===== src/rtl/inert_fusion_intg.sv =====
// -----------------------------------------------------------------------------
// inert_fusion_intg
//   Pitch estimator. It integrates an offset-corrected pitch rate and pulls the
//   integrator towards an accelerometer-derived pitch by a fixed step on every
//   sample. An optional calibration phase averages 2^CAL_LOG2 samples and uses
//   the result as the rate and accel offsets.
//
// Ports
//   clk        in   sole clock, rising edge
//   rst        in   asynchronous active-high reset
//   vld        in   one-cycle strobe, new ptch_rt/AZ sample
//   ptch_rt    in   raw pitch rate (signed, RATE_W)
//   AZ         in   raw Z acceleration (signed, RATE_W)
//   cal_start  in   one-cycle request to (re)calibrate offsets
//   ptch       out  fused pitch (signed, RATE_W)
//   ptch_vld   out  one-cycle strobe, ptch updated from a new sample
//   cal_done   out  high while offsets are valid (RUN state)
//   sat        out  sticky flag, integrator clipped since last calibration/reset
//
// Pipeline: vld sampled -> stage 1 (offset removal, accel scaling)
//           -> stage 2 (integrate + fuse + saturate) -> ptch register.
// -----------------------------------------------------------------------------
module inert_fusion_intg #(
  parameter int              RATE_W     = 16,
  parameter int              INT_W      = 27,
  parameter int              SHIFT      = 11,
  parameter int              FUDGE      = 327,
  parameter int              FUS_STEP   = 1024,
  parameter int              CAL_LOG2   = 4,
  parameter int              CAL_EN     = 1,
  parameter logic [RATE_W-1:0] RT_OFF_DEF = 16'h0050,
  parameter logic [RATE_W-1:0] AZ_OFF_DEF = 16'h00A0
) (
  input  logic              clk,
  input  logic              rst,
  input  logic              vld,
  input  logic [RATE_W-1:0] ptch_rt,
  input  logic [RATE_W-1:0] AZ,
  input  logic              cal_start,
  output logic [RATE_W-1:0] ptch,
  output logic              ptch_vld,
  output logic              cal_done,
  output logic              sat
);

  localparam int ACC_W = RATE_W + CAL_LOG2;
  localparam int SUM_W = INT_W + 2;
  localparam int PRD_W = RATE_W + 33;

  localparam logic [CAL_LOG2-1:0] CNT_ONE  = 1;
  localparam logic [CAL_LOG2-1:0] CNT_LAST = '1;

  localparam logic signed [SUM_W-1:0] INT_MAX = {3'b000, {(INT_W-1){1'b1}}};
  localparam logic signed [SUM_W-1:0] INT_MIN = {3'b111, {(INT_W-1){1'b0}}};
  localparam logic signed [SUM_W-1:0] FUS_P   = SUM_W'(FUS_STEP);
  localparam logic signed [SUM_W-1:0] FUS_N   = -FUS_P;
  localparam logic signed [32:0]      FUDGE_S = {1'b0, 32'(FUDGE)};

  typedef enum logic {ST_CAL = 1'b0, ST_RUN = 1'b1} state_t;

  localparam state_t ST_RST = (CAL_EN != 0) ? ST_CAL : ST_RUN;

  // ---------------------------------------------------------------------------
  // Registers
  // ---------------------------------------------------------------------------
  state_t                    state_q, state_d;
  logic [CAL_LOG2-1:0]       cnt_q, cnt_d;
  logic signed [ACC_W-1:0]   rt_sum_q, rt_sum_d;
  logic signed [ACC_W-1:0]   az_sum_q, az_sum_d;
  logic signed [RATE_W-1:0]  rt_off_q, rt_off_d;
  logic signed [RATE_W-1:0]  az_off_q, az_off_d;
  logic                      s1_vld_q, s1_vld_d;
  logic signed [INT_W-1:0]   comp_q, comp_d;
  logic signed [RATE_W-1:0]  ptch_acc_q, ptch_acc_d;
  logic signed [INT_W-1:0]   ptch_int_q, ptch_int_d;
  logic                      s2_vld_q, s2_vld_d;
  logic signed [RATE_W-1:0]  ptch_q, ptch_d;
  logic                      ptch_vld_q, ptch_vld_d;
  logic                      sat_q, sat_d;

  // ---------------------------------------------------------------------------
  // Qualified control
  // ---------------------------------------------------------------------------
  logic cal_req;   // accepted calibration request (ignored when CAL_EN=0)
  logic take_cal;  // sample consumed by calibration
  logic take_run;  // sample entering the fusion pipeline
  logic cal_last;  // final calibration sample

  always_comb begin
    cal_req  = cal_start && (CAL_EN != 0);
    take_cal = vld && !cal_req && (state_q == ST_CAL);
    take_run = vld && !cal_req && (state_q == ST_RUN);
    cal_last = take_cal && (cnt_q == CNT_LAST);
  end

  // ---------------------------------------------------------------------------
  // FSM: state register / next state / outputs
  // ---------------------------------------------------------------------------
  always_ff @(posedge clk or posedge rst) begin
    if (rst) begin
      state_q <= ST_RST;
    end else begin
      state_q <= state_d;
    end
  end

  always_comb begin
    state_d = state_q;
    if (cal_req) begin
      state_d = ST_CAL;
    end else if (cal_last) begin
      state_d = ST_RUN;
    end
  end

  always_comb begin
    cal_done = (state_q == ST_RUN);
  end

  // ---------------------------------------------------------------------------
  // Datapath next-state
  // ---------------------------------------------------------------------------
  logic signed [ACC_W-1:0]  rt_sum_new;
  logic signed [ACC_W-1:0]  az_sum_new;
  logic signed [RATE_W-1:0] rt_diff;
  logic signed [RATE_W-1:0] az_diff;
  logic signed [PRD_W-1:0]  acc_prod;
  logic signed [SUM_W-1:0]  fus;
  logic signed [SUM_W-1:0]  sum_w;

  always_comb begin
    cnt_d      = cnt_q;
    rt_sum_d   = rt_sum_q;
    az_sum_d   = az_sum_q;
    rt_off_d   = rt_off_q;
    az_off_d   = az_off_q;
    s1_vld_d   = 1'b0;
    comp_d     = comp_q;
    ptch_acc_d = ptch_acc_q;
    ptch_int_d = ptch_int_q;
    s2_vld_d   = 1'b0;
    ptch_d     = ptch_q;
    ptch_vld_d = 1'b0;
    sat_d      = sat_q;

    // Calibration accumulation; averaging is a plain arithmetic shift (floor).
    rt_sum_new = rt_sum_q + ACC_W'($signed(ptch_rt));
    az_sum_new = az_sum_q + ACC_W'($signed(AZ));

    // Stage-1 arithmetic; RATE_W subtractions wrap on purpose.
    rt_diff  = $signed(ptch_rt) - rt_off_q;
    az_diff  = $signed(AZ) - az_off_q;
    acc_prod = PRD_W'(az_diff) * PRD_W'(FUDGE_S);

    // Stage-2 arithmetic, two guard bits so clipping is detectable.
    fus   = (ptch_acc_q > ptch_q) ? FUS_P : FUS_N;
    sum_w = SUM_W'(ptch_int_q) - SUM_W'(comp_q) + fus;

    if (cal_req) begin
      cnt_d    = '0;
      rt_sum_d = '0;
      az_sum_d = '0;
      sat_d    = 1'b0;
    end else if (take_cal) begin
      cnt_d    = cnt_q + CNT_ONE;
      rt_sum_d = rt_sum_new;
      az_sum_d = az_sum_new;
      if (cal_last) begin
        rt_off_d = RATE_W'(rt_sum_new >>> CAL_LOG2);
        az_off_d = RATE_W'(az_sum_new >>> CAL_LOG2);
        rt_sum_d = '0;
        az_sum_d = '0;
      end
    end

    if (take_run) begin
      s1_vld_d   = 1'b1;
      comp_d     = INT_W'(rt_diff);
      ptch_acc_d = RATE_W'(acc_prod >>> 13);
    end

    // A calibration request freezes the integrator and drops anything in flight.
    if (s1_vld_q && !cal_req) begin
      s2_vld_d = 1'b1;
      if (sum_w > INT_MAX) begin
        ptch_int_d = INT_W'(INT_MAX);
        sat_d      = 1'b1;
      end else if (sum_w < INT_MIN) begin
        ptch_int_d = INT_W'(INT_MIN);
        sat_d      = 1'b1;
      end else begin
        ptch_int_d = INT_W'(sum_w);
      end
    end

    if (s2_vld_q && !cal_req) begin
      ptch_d     = ptch_int_q[INT_W-1:SHIFT];
      ptch_vld_d = 1'b1;
    end
  end

  always_ff @(posedge clk or posedge rst) begin
    if (rst) begin
      cnt_q      <= '0;
      rt_sum_q   <= '0;
      az_sum_q   <= '0;
      rt_off_q   <= RT_OFF_DEF;
      az_off_q   <= AZ_OFF_DEF;
      s1_vld_q   <= 1'b0;
      comp_q     <= '0;
      ptch_acc_q <= '0;
      ptch_int_q <= '0;
      s2_vld_q   <= 1'b0;
      ptch_q     <= '0;
      ptch_vld_q <= 1'b0;
      sat_q      <= 1'b0;
    end else begin
      cnt_q      <= cnt_d;
      rt_sum_q   <= rt_sum_d;
      az_sum_q   <= az_sum_d;
      rt_off_q   <= rt_off_d;
      az_off_q   <= az_off_d;
      s1_vld_q   <= s1_vld_d;
      comp_q     <= comp_d;
      ptch_acc_q <= ptch_acc_d;
      ptch_int_q <= ptch_int_d;
      s2_vld_q   <= s2_vld_d;
      ptch_q     <= ptch_d;
      ptch_vld_q <= ptch_vld_d;
      sat_q      <= sat_d;
    end
  end

  assign ptch     = ptch_q;
  assign ptch_vld = ptch_vld_q;
  assign sat      = sat_q;

endmodule


===== config.mk =====
export PLATFORM = sky130hd
export DESIGN_NAME = inert_fusion_intg
export DESIGN_NICKNAME = d
export VERILOG_FILES = /design/src/rtl/inert_fusion_intg.sv
export SDC_FILE = /design/constraint.sdc
export NUM_CORES = 1
export LEC_CHECK = 0
export BUFFER_PORTS_ARGS = -buffer_cell sky130_fd_sc_hd__buf_2
export CAP_MARGIN = 25
export CORE_MARGIN = 5
export CORE_UTILIZATION = 40
export DETAILED_ROUTE_END_ITERATION = 6
export PLACE_DENSITY = 0.58
export SLEW_MARGIN = 20
export SYNTH_ARGS = -nofsm -noshare
export SYNTH_HDL_FRONTEND = slang
export SYNTH_SLANG_ARGS = --single-unit

===== constraint.sdc =====
create_clock -name clk -period 6.5 [get_ports clk]
set_clock_uncertainty 0.05 [all_clocks]
set_input_delay 0 -clock clk [delete_from_list [all_inputs] [get_ports clk]]
set_output_delay 0 -clock clk [all_outputs]
set_load 0.01 [all_outputs]

## Word level (Yosys, flattened, before mapping)

Index checks and enable logic that the tools add are counted.

| operators by class | value |
|---|---|
| bitwise logic cells | 2 |
| magnitude comparators | 3 |
| reduce and logical (&&, ||, !) cells | 10 |
| div/mod/pow operators | 0 |
| multiplexer cells | 20 |
| add/sub/neg operators | 7 |
| equal/unequal tests | 1 |
| shifts and indexed selects | 0 |
| multipliers | 1 |

Operators by type and width:

| kind | number |
|---|---|
| 20-bit 2-to-1 mux | 6 |
| 27-bit 2-to-1 mux | 2 |
| 20-bit by 16-bit adder with 20-bit output | 2 |
| 16-bit subtractor | 2 |
| 28-bit by 29-bit adder with 29-bit output | 1 |
| 29-bit by 27-bit > comparator with 1-bit output, second input constant | 1 |
| 29-bit by 27-bit < comparator with 1-bit output, second input constant | 1 |
| 29-bit 2-to-1 mux | 1 |
| 27-bit by 16-bit subtractor with 28-bit output | 1 |
| 16-bit by 10-bit multiplier with 26-bit output, second input constant | 1 |
| 16-bit > comparator | 1 |
| 1-bit 2-to-1 mux | 9 |
| 4-bit 2-to-1 mux | 2 |
| 1-bit logical AND | 6 |
| 4-bit by 1-bit adder with 4-bit output, second input constant | 1 |
| 4-bit == test, second input constant | 1 |
| 2-bit nonzero test | 2 |
| 3-bit AND reduction | 1 |
| 1-bit inverter | 2 |
| 1-bit logical NOT | 1 |

| storage, ports and cells | value |
|---|---|
| register bits after elaboration | 156 |
| RAM bits | 0 |
| input bits | 36 |
| word-level logic and storage cells | 58 |
| memories kept | 0 |
| latch bits | 0 |
| bits in read-only memories | 0 |
| output and inout port bits | 19 |

## Logic depth before layout (Yosys ltp)

| depth | value |
|---|---|
| depth after elaboration | 7 |
| depth in mapped cells | 29 |
| mapped depth without buffers | 29 |

## Worst setup path after synthesis

No wires, ideal clock.

| path | value |
|---|---|
| path type | flip-flop to flip-flop |
| start point | reg az_off_q[0] |
| end point | reg ptch_acc_q[5] |
| data arrival time | 6.344 ns |
| stages on the path, launching flop included | 29 |
| path buffers | 0 |
| clock period less this slack | 6.530 ns |
| slack | -0.030 ns |
| data required time | 6.315 ns |
| cells stage by stage | dfrtp_1 > ha_1 > inv_1 > fa_1 > a21oi_1 > o21ai_0 > o21a_1 > nor2_1 > o21bai_1 > a21oi_1 > xnor2_1 > ha_1 > ha_1 > inv_1 > fa_1 > fa_1 > inv_1 > fa_1 > ha_1 > a21o_1 > a21o_1 > a2111oi_0 > a21oi_1 > a21oi_1 > o21bai_1 > a21o_1 > a21oi_1 > xor2_1 > o21ai_0 |

| on the way | value |
|---|---|
| cells in the longest elaborated chain, start to end | 2 |

RTL lines:

| what | line | RTL |
|---|---|---|
| start, declared | 71 | `logic signed [RATE_W-1:0] az_off_q, az_off_d;` |
| start signal, assigned | 222 | `az_off_q <= az_off_d;` |
| 16-bit subtractor | 152 | `az_diff = $signed(AZ) - az_off_q;` |
| 16-bit by 10-bit multiplier with 26-bit output | 153 | `acc_prod = PRD_W'(az_diff) * PRD_W'(FUDGE_S);` |
| end signal, assigned | 225 | `ptch_acc_q <= ptch_acc_d;` |
| end, declared | 74 | `logic signed [RATE_W-1:0] ptch_acc_q, ptch_acc_d;` |

Every way passes these cells.
A chain may end at the register's enable or synchronous reset.

## Worst setup path in the final report

| path | value |
|---|---|
| start point | reg az_off_q[0] |
| end point | reg ptch_acc_q[14] |

The elaborated chain is that of the path after synthesis.

==> flow_summary.json <==
{
  "dr.pass1.iters": 5,
  "wl_per_cell_um": 15.74,
  "finalNonFillerCells": 2111,
  "avgSynthCellArea_um2": 9.031,
  "drv_cap": 0,
  "synth_edf_count": 0,
  "path_max_fanout": 3,
  "antenna_found_initial": 0,
  "yosysSeqAreaShare": 0.2782,
  "cts.sinks": 153,
  "synth_warnings": 0,
  "ir_worst_vdd_uv": 364.9,
  "route.detailed.drc": 0,
  "synth_top_family_by_area": "adder cells",
  "rsz0062_at_grt": "true",
  "arrival_ns": 6.64,
  "fin_ws_ns": 0.08555,
  "period_share": 0.9868,
  "grt_pass1_wl_mm": 55.17,
  "overflow": 0,
  "critical_path_required_ns": 6.73,
  "rrSetupSlack_ns": 0.09,
  "insertion_delay_ns": 0.44,
  "ys_async_sr_fraction": 1.000,
  "gp_congestion": 0.8767,
  "final_common_cell": "inv_1",
  "synth_largest_area_cell": "dfrtp_1",
  "crit_start": "az_off_q[0]$_DFFE_PP0P_",
  "setup_viol": 0,
  "grt_max_degree": 79,
  "worstHoldPathType": "in2reg",
  "cts_buffers": 17,
  "die_area_mm2": 0.03827,
  "htreeDepth": 4,
  "layout_common_cells": "218 x inv_1, 187 x ha_1, 149 x dfrtp_1",
  "syn-num-nets": 1826,
  "detail-route-antenna-nets": 0,
  "final-max-slew-violation-count": 0,
  "grt_pass1_vias": 10850,
  "power_density_mw_per_mm2": 533.0,
  "clk_path_buf_depth": 2,
  "crit_path_end_kind": "register",
  "r2r-end": "ptch_acc_q[14]$_DFFE_PP0P_",
  "grtUsageTotal": 0.1739,
  "crit_type": "reg2reg",
  "fillCellCount": 3338,
  "fin_crit_ns": 6.414,
  "core_area_mm2": 0.03429,
  "nNetsFinal": 1943,
  "ys_types": 71,
  "die_h_um": 195.6,
  "synth_flop_cell": "dfrtp_1",
  "yosysTopAreaCellShare": 0.2705,
  "synthXorXnorAreaFrac": 0.06228,
  "port_buffers": 54,
  "leakagePower_nw": 7.907,
  "cts.reportedPaths.clkPinSlew_ns": 0.08,
  "cp-start-kind": "register",
  "drive_above_1_share": 0.1365,
  "endpoint": "ptch_acc_q[14]$_DFFE_PP0P_",
  "reg2reg_depth": 26,
  "synth-adder-area-share": 0.2734,
  "vias": 10940,
  "slew_headroom": 0.3402,
  "dp_hpwl_mm": 25.62,
  "antenna_cells": 0,
  "ys_top_cells_by_area": "dfrtp_1 27%, ha_1 18%, fa_1 9.0%",
  "drtIter0Drc": 555,
  "ys_seq_elements": 153,
  "totalWireLength_mm": 33.24,
  "synth_area_mm2": 0.01378,
  "num_rows": 68,
  "hold_viol_final": 0,
  "yosys.area_share.simple": 0.1177,
  "dpl-instance-area_mm2": 0.01495,
  "clock.fmax_ghz": 0.1559,
  "rr_startpoint": "az_off_q[0]$_DFFE_PP0P_",
  "fin_area_mm2": 0.01606,
  "synthCells": 1526,
  "die_w_um": 195.6,
  "area_delta_synth_final_pct": 16.55,
  "start_util": 0.4019,
  "worst_slew_pin_slew_ns": 0.9896,
  "dp.cells": 2059,
  "status": "finished, final reports clean",
  "synthMuxAreaShare": 0.004812,
  "cts_root_buf": "clkbuf_16",
  "pre_cts_ws_ns": -0.2881,
  "synth_compound_area_frac": 0.1925,
  "ios": 55,
  "tritoncts": "built",
  "via_per_inst": 5.180
}
-- report_power, final --
part | internal, W | leakage, nW | switching [W] | total (W)
Clock | 0.000537 | 0.261 | 0.000447 | 0.000984
Combinational | 0.00289 | 5.66 | 0.00354 | 0.00643
Sequential | 0.00107 | 1.99 | 0.0000768 | 0.00115
Total | 0.00450 | 7.91 | 0.00406 | 0.00856
-- flip-flops by register name, summed over array words and instances (netlist names) --
register    flops
ptch_int_q     27
az_sum_q       20
rt_sum_q       20
az_off_q       16
comp_q         16
ptch           16
rt_off_q       16
ptch_acc_q     13
cnt_q           4
cal_done        1
ptch_vld        1
s1_vld_q        1
s2_vld_q        1
sat             1
-- worst min-delay path by stage --
stage | start | cells past startpoint | end
floorplan | vld | 3 | cnt_q[1]$_DFFE_PP0P_
global placement | rst | 2 | az_off_q[1]$_DFFE_PP0P_
detailed placement | rst | 2 | az_off_q[1]$_DFFE_PP0P_
CTS | AZ[1] | 3 | az_sum_q[1]$_DFFE_PP0P_
global route | ptch_rt[2] | 4 | rt_sum_q[2]$_DFFE_PP0P_
finish | ptch_rt[2] | 4 | rt_sum_q[2]$_DFFE_PP0P_
-- Yosys cell counts, types with 17 or more instances --
| cell | n |
|---|---|
| dfrtp_1 | 149 |
| nand2_1 | 130 |
| fa_1 | 62 |
| a221o_1 | 23 |
| inv_1 | 220 |
| nand2b_1 | 26 |
| clkbuf_1 | 27 |
| a21o_1 | 31 |
| a21oi_1 | 85 |
| nor2_1 | 77 |
| nor2b_1 | 22 |
| xnor2_1 | 67 |
| a22o_1 | 30 |
| ha_1 | 202 |
| nor3_1 | 17 |
| o21ai_0 | 126 |
| xor2_1 | 31 |
-- cells by family after synthesis --
kind of cell / Yosys count
buf+inv: 256
simple gates: 344
compound gates: 405
fa+ha+maj: 264
mux: 6
xor+xnor: 98
flops: 153
-- metal layers --
layer | GRT usage | share of wire | vias up
li1 | - | - | 5516
met1 | 0.2472 | 0.49 | 5250
met2 | 0.2824 | 0.47 | 142
met3 | 0.02726 | 0.026 | 28
met4 | 0.03517 | 0.015 | 0
met5 | 0 | 0 | -
-- worst max-delay path, cell delays in order, from the launching register on --
cell	delay (ns)
dfrtp_1	0.35
ha_1	0.22
inv_1	0.08
fa_2	0.35
a21oi_2	0.13
o21ai_1	0.10
buf_4	0.15
a41oi_2	0.25
a211oi_1	0.13
a211oi_2	0.18
inv_1	0.14
ha_1	0.37
ha_4	0.26
fa_1	0.45
fa_2	0.55
fa_1	0.43
ha_1	0.25
a21o_1	0.20
a21oi_2	0.21
nand2b_1	0.13
nor4_4	0.34
a211oi_2	0.13
o21ai_1	0.17
a211oi_2	0.08
o31ai_2	0.32
xnor2_1	0.16
o21ai_1	0.07
-- area by class of cell --
| cell class | count | area (um2) | share of cell area |
|---|---|---|---|
| Timing Repair Buffer | 132 | 892.1 | 0.05554 |
| Tap cell | 455 | 569.3 | 0.03544 |
| Clock buffer | 19 | 432.9 | 0.02695 |
| Inverter | 222 | 838.3 | 0.05219 |
| Multi-Input combinational cell | 1117 | 9363 | 0.5829 |
| Sequential cell | 153 | 3834 | 0.2387 |
| Clock inverter | 13 | 133.9 | 0.008335 |
-- what timing repair did --
item                       CTS  global route
gates resized for setup     13            42
hold endpoints to repair    84             0
hold buffers                 7             0
pin swaps                    4            51
buffers inserted             3             9
setup endpoints to repair    3             8
-- stage by stage --
| stage | util | hold WS, ns | total power [W] | setup TNS (ns) |
|---|---|---|---|---|
| finish | 0.4685 | 0.03993 | 0.008561 | 0 |
| global route | 0.4685 | 0.06228 | 0.009484 | -0.5265 |
| CTS | 0.4572 | 0.01306 | 0.008290 | 0 |
| detailed placement | 0.4361 | 0.1552 | 0.007156 | -0.4826 |
| global placement | 0.4357 | 0.1538 | 0.007071 | -0.06876 |
| floorplan | - | 0.1649 | 0.005628 | 0 |
Note: power is estimated with default switching activity, not from simulation.
